**src/rtl/imm_compress.sv**
```systemverilog
// Immediate compressor: narrows signed operands to 3/6/8-bit fields, flags
// values that do not survive sign-extension, and queues results in a small FIFO.
module imm_compress #(
    parameter int unsigned DEPTH = 4,
    parameter int unsigned CNT_W = 8
) (
    input  logic             clk,
    input  logic             rst_n,
    input  logic             in_valid,
    output logic             in_ready,
    input  logic [7:0]       in_data,
    input  logic [1:0]       in_len_sel,
    output logic             out_valid,
    input  logic             out_ready,
    output logic [7:0]       out_field,
    output logic [1:0]       out_len_sel,
    output logic             out_ovf,
    input  logic             clr_cnt,
    output logic [CNT_W-1:0] ovf_cnt
);

    localparam int unsigned PTR_W = (DEPTH > 1) ? $clog2(DEPTH) : 1;
    localparam int unsigned OCC_W = $clog2(DEPTH + 1);
    localparam int unsigned ENT_W = 11;

    logic [7:0]       enc_field;
    logic             enc_ovf;
    logic [ENT_W-1:0] entry;
    logic [ENT_W-1:0] head_n;
    logic [ENT_W-1:0] mem [DEPTH];
    logic [PTR_W-1:0] wptr;
    logic [PTR_W-1:0] rptr;
    logic [PTR_W-1:0] wptr_n;
    logic [PTR_W-1:0] rptr_n;
    logic [OCC_W-1:0] count;
    logic [OCC_W-1:0] count_n;
    logic             accept;
    logic             pop;

    // Narrowing: a field is exact only if the dropped bits replicate its sign bit
    always_comb begin
        enc_field = in_data;
        enc_ovf   = 1'b0;
        case (in_len_sel)
            2'b10: begin
                enc_field = {5'b0, in_data[2:0]};
                enc_ovf   = !((&in_data[7:2]) || !(|in_data[7:2]));
            end
            2'b11: begin
                enc_field = {2'b0, in_data[5:0]};
                enc_ovf   = !((&in_data[7:5]) || !(|in_data[7:5]));
            end
            default: begin
                enc_field = in_data;
                enc_ovf   = 1'b0;
            end
        endcase
    end

    assign entry   = {enc_field, in_len_sel, enc_ovf};
    assign accept  = in_valid && in_ready;
    assign pop     = out_valid && out_ready;
    assign wptr_n  = wptr + PTR_W'(accept);
    assign rptr_n  = rptr + PTR_W'(pop);
    assign count_n = count + OCC_W'(accept) - OCC_W'(pop);

    // Next head: the entry being written this edge if it lands at the new read slot
    assign head_n = (accept && (wptr == rptr_n)) ? entry : mem[rptr_n];

    always_ff @(posedge clk) begin
        if (accept) begin
            mem[wptr] <= entry;
        end
    end

    always_ff @(posedge clk or negedge rst_n) begin
        if (!rst_n) begin
            wptr        <= '0;
            rptr        <= '0;
            count       <= '0;
            in_ready    <= 1'b0;
            out_valid   <= 1'b0;
            out_field   <= '0;
            out_len_sel <= '0;
            out_ovf     <= 1'b0;
        end else begin
            wptr        <= wptr_n;
            rptr        <= rptr_n;
            count       <= count_n;
            in_ready    <= (count_n != OCC_W'(DEPTH));
            out_valid   <= (count_n != '0);
            out_field   <= head_n[10:3];
            out_len_sel <= head_n[2:1];
            out_ovf     <= head_n[0];
        end
    end

    // Saturating overflow counter; clear wins over a coincident increment
    always_ff @(posedge clk or negedge rst_n) begin
        if (!rst_n) begin
            ovf_cnt <= '0;
        end else if (clr_cnt) begin
            ovf_cnt <= '0;
        end else if (accept && enc_ovf && (ovf_cnt != '1)) begin
            ovf_cnt <= ovf_cnt + CNT_W'(1);
        end
    end

endmodule

```
**config.mk**
```make
export PLATFORM = sky130hd
export DESIGN_NAME = imm_compress
export DESIGN_NICKNAME = d
export VERILOG_FILES = /design/src/rtl/imm_compress.sv
export SDC_FILE = /design/constraint.sdc
export NUM_CORES = 1
export LEC_CHECK = 0
export BUFFER_PORTS_ARGS = -buffer_cell sky130_fd_sc_hd__buf_2
export CAP_MARGIN = 15
export CORE_ASPECT_RATIO = 1.25
export CORE_MARGIN = 2
export CORE_UTILIZATION = 57
export CTS_CLUSTER_DIAMETER = 100
export DETAILED_ROUTE_END_ITERATION = 16
export HOLD_SLACK_MARGIN = 0.06
export MAX_ROUTING_LAYER = met4
export PLACE_DENSITY = 0.78
export SLEW_MARGIN = 10
export SYNTH_ARGS = -nofsm -noshare
export SYNTH_HDL_FRONTEND = slang
export SYNTH_SLANG_ARGS = --single-unit
```
**constraint.sdc**
```tcl
create_clock -name clk -period 2.5 [get_ports clk]
set_clock_uncertainty 0.15 [all_clocks]
set_input_delay 0.25 -clock clk [delete_from_list [all_inputs] [get_ports clk]]
set_output_delay 0.25 -clock clk [all_outputs]
set_load 0.005 [all_outputs]
```
== Yosys cells after proc, flatten, opt, wreduce, memory -nomap -nowiden ==
Memory sizes are Yosys's and may differ from the RTL's. A register that Yosys moved wholly into a read port is not among the register bits.
Cells that the tools add are included.
Cells by class
  reductions and logical operators: 17
  equal/unequal tests: 4
  add/sub/neg operators: 5
  multiplexer cells: 6
Operator list (count)
  $mux W8: 2
  $pmux W8 S2: 1
  $add A8 B1 Y8 const B: 1
  $ne A8 B8 Y1 const B: 1
  $reduce_and A6 Y1: 1
  $reduce_or A6 Y1: 1
  $logic_not A1 Y1: 5
  $add A2 B1 Y2: 2
  $eq A2 B2 Y1 const B: 2
  $logic_and A1 B1 Y1: 4
  $add A3 B1 Y3: 1
  $ne A3 B3 Y1 const B: 1
  $reduce_and A3 Y1: 1
  $reduce_bool A3 Y1: 1
  $reduce_or A3 Y1: 1
  $sub A3 B1 Y3: 1
  $logic_or A1 B1 Y1: 2
  $mux W1: 2
  $pmux W1 S2: 1
  $reduce_bool A2 Y1: 1
Word-level totals
  input bits: 15
  bits in registers: 17
  RAM bits: 44
  memories: 1
  output and inout bits: 21
  word-level logic and storage cells: 39
Memory list
  mem: depth 4, width 11, rd ports 1, clocked after Yosys merged registers in 1, write ports 1, line 30  | logic [ENT_W-1:0] mem [DEPTH];

== Depth between registers and ports, before layout ==
  depth in word-level cells: 9
  gate-level depth with buffers: 8
  mapped depth without buffers: 8

== Least setup slack after synthesis ==
OpenSTA, ideal clock, no wires.
  path kind: reg-to-reg
  from: register out_valid
  to: register out_field[0], read port of mem
  library setup time: 0.125 ns
  clock period less this slack: 2.237 ns
  buffers on the path: 1
  path slack: 0.263 ns
  stages on the path, launching flop included: 6
  required time: 2.225 ns
  arrival time: 1.962 ns
  cell sequence: dfrtp_1 > and2_1 > ha_1 > buf_2 > mux4_2 > mux2_2
Between the ends
  cells in the longest elaborated chain, start to end: 2
Ends and longest elaborated chain
  from (decl): line 13  | output logic out_valid,
  from (signal assigned): line 91  | out_valid <= (count_n != '0);
  $logic_and A1 B1 Y1: line 62  | assign pop = out_valid && out_ready;
  $add A2 B1 Y2: line 64  | assign rptr_n = rptr + PTR_W'(pop);
  net rptr_n[0]: line 34  | logic [PTR_W-1:0] rptr_n;
  to (decl): line 15  | output logic [7:0] out_field,
The timed path passes the listed nets, and every way through them passes these cells.
A chain may end at the register's enable or synchronous reset.

== Final worst setup path ==
  from: register out_valid
  to: register out_valid
Between the ends
  cells in the longest elaborated chain, start to end: 3
Ends and longest elaborated chain
  $logic_and A1 B1 Y1: line 62
  $sub A3 B1 Y3: line 65  | assign count_n = count + OCC_W'(accept) - OCC_W'(pop);
  net count_n[1]: line 36  | logic [OCC_W-1:0] count_n;
  $reduce_bool A3 Y1: line 91
The timed path passes the listed nets, and every way through them passes these cells.

==> flow_metrics.tcl <==
set metrics [dict create \
    dr.pass1.iters 6 \
    antennaDiodeCount 0 \
    initial_utilization_pct 58.8 \
    critPathKind "flop to flop" \
    insertion_delay_ns 0.34 \
    drc 0 \
    outcome "complete, no violations" \
    first_iter_violations 69 \
    fin_ws_ns 0.255 \
    final_common_cell "edfxtp_1" \
    power_frac_comb_pct 31.7 \
    synth_top_cell_by_area "edfxtp_1" \
    timing.final.crit_period_ns 2.24 \
    netlist.area_leader.share_pct 44.5 \
    pre_cts_ws_ns 0.238 \
    critPathMaxFanout 2 \
    layout_common_cells "44 x edfxtp_1, 35 x buf_2, 28 x dfrtp_1, 11 x mux4_2" \
    ir_drop_mv 0.946 \
    fillers 324 \
    drive_gt1_share_pct 33.9 \
    maxSlewViolCount 0 \
    ys_ff_latch 72 \
    io_pins 36 \
    syn_to_final_growth_pct 20.4 \
    powerDensity_nw_per_um2 1140 \
    h-tree-depth 3 \
    postSynthAreaPerCell_sq_um 16.3 \
    grt_max_degree 29 \
    die_area_sq_um 5800 \
    cts_tree "yes" \
    rsz0062_at_grt "false" \
    grt_pass1_vias 1763 \
    period_share_pct 89.8 \
    finalPower_mw 4.09 \
    via_per_inst 5.74 \
    cts.clk_slew.worst_paths_ns 0.07 \
    tightest_slew_ns 0.644 \
    ant_nets 0 \
    worstPathArrival_ns 2.31 \
    cts_resized 0 \
    finalWirelength_mm 5.50 \
    cts_buffers 9 \
    p_sw_mw 1.10 \
    max_freq_mhz 445 \
    nets 258 \
    p_sw_share_pct 26.8 \
    synth-async-reset-ratio_pct 38.9 \
    fp.dieH_um 84.7 \
    rows 29 \
    io_buffers 35 \
    maxCapViolCount 0 \
    synth_fp_nets 203 \
    p_leak_nw 1.39 \
    ys_seq_area_share_pct 68.2 \
    gr-total-overflow 0 \
    endpoint_kind "flop" \
    finalSetupViolations 0 \
    worstSetupStartpointType "flop" \
    antenna_found_initial 0 \
    routabilityCongestion 0.753 \
    cp.required_ns 2.57 \
    synthTopCellsByArea "edfxtp_1 45%, dfrtp_1 24%, mux4_2 8.4%, mux2_2 3.8%, ha_1 2.1%" \
    dp_hpwl_mm 3.51 \
    cts.sinks 72 \
    clock_path_buffers 2 \
    p_clk_share_pct 26.9 \
    wl_per_cell_um 18.1 \
    yosysUniqueCellTypes 33 \
    synth-edff-count 44 \
    syn_area_sq_um 2970 \
    grt_pass1_wl_mm 8.96 \
    hold_viol_final 0 \
    p_int_mw 2.99 \
    yosys_most_used_dff "edfxtp_1" \
    p_seq_share_pct 41.3 \
    die_x_um 68.5 \
    core_region_area_sq_um 5040 \
    netlist_instances 182 \
    holdCritPathClass "primary input to flop" \
    yosys_warnings 0 \
    postCtsSetupRepairBufs 0 \
    whs_ns 0.218 \
    tns_ns 0 \
    dr_total_vias 1745 \
    cts-root-buf "clkbuf_8" \
    max_slew_margin_pct 57.0 \
    grt_usage_pct 22.8 \
]
==> through the flow <==
stage          util [%]  cell area (sq um)  std cells
2_1_floorplan         -               2970        182
3_3_place_gp       64.6               3260        281
3_5_place_dp       64.6               3260        281
4_1_cts            70.8               3570        304
5_1_grt            70.8               3570        304
6_report           70.8               3570        304
==> flip-flops by register name, indices dropped and copies added, names as in the netlist <==
| name | cells |
|---|---|
| mem | 44 |
| out_field | 8 |
| ovf_cnt | 8 |
| count | 3 |
| out_len_sel | 2 |
| rptr | 2 |
| wptr | 2 |
| in_ready | 1 |
| out_ovf | 1 |
| out_valid | 1 |
==> timing repair <==
| item | CTS | global route |
|---|---|---|
| setup endpoints to repair | 0 | 0 |
| endpoints found under the hold margin | 58 | 0 |
| hold buffers | 7 | 0 |
==> cells in the mapped netlist (all sizes together), types with 6 or more instances <==
cell,instances
or4,7
nand2,6
a21oi,8
inv,6
dfrtp,28
mux4,11
buf,6
o31ai,6
edfxtp,44
mux2,10
==> routing by layer <==
layer | global-route usage [%] | vias up | share of wire (%)
li1 | - | 809 | -
met1 | 27.9 | 882 | 39
met2 | 35.4 | 46 | 56
met3 | 5.90 | 8 | 3.8
met4 | 9.82 | 0 | 1.5
met5 | - | - | 0
==> power groups by stage <==
stage / logic (mW) / registers (mW) / clock network, mW
2_1_floorplan: 0.891 / 1.71 / 0
3_3_place_gp: 1.28 / 1.71 / 0
3_5_place_dp: 1.31 / 1.72 / 0
4_1_cts: 1.33 / 1.69 / 1.12
5_1_grt: 1.43 / 1.73 / 1.17
6_report: 1.30 / 1.69 / 1.10
==> worst max-delay path, stage by stage, from the launching register on <==
cell and delay, ns:
dfrtp_1 0.37, and2_1 0.18, ha_1 0.30, inv_1 0.06
ha_1 0.13, inv_1 0.05, fa_1 0.49, inv_1 0.06
or3_1 0.33
==> final timing paths <==
path / startpoint / endpoint / slack [ns] / cells after the start
max: out_valid / out_valid / 0.26 / 8
min: in_data[3] / mem[3][6] / 0.22 / 2
max reg2reg: out_valid / out_valid / 0.26 / 8
min reg2reg: rptr[1] / rptr[1] / 0.35 / 1
max in group asynchronous: rst_n / ovf_cnt[6] / 1.45 / 2
min in group asynchronous: rst_n / out_field[0] / 0.32 / 2
==> kinds of logic (layout without fill, tap and decap cells) <==
group	Yosys count	count (layout)	synth area share, %
and+or+nand+nor	45	45	8.90
adders and majority gates	6	6	2.78
AOI/OAI and AO/OA	20	20	4.30
xor gates and xnor gates	6	6	1.77
buffers and inverters	12	72	1.94
DFF	72	72	68.2
muxes	21	21	12.1
==> final cells by class <==
cell class / instances / area (sq um) / area share [%]
clock inverters: 5 / 104 / 2.91
multi-input cells: 98 / 887 / 24.8
repair buffers: 50 / 318 / 8.90
flip-flops and latches: 72 / 2020 / 56.6
clock buffers: 11 / 141 / 3.96
inverters: 6 / 22.5 / 0.630
well taps: 62 / 77.6 / 2.17
No activity file was read; power rests on OpenSTA's default activity.
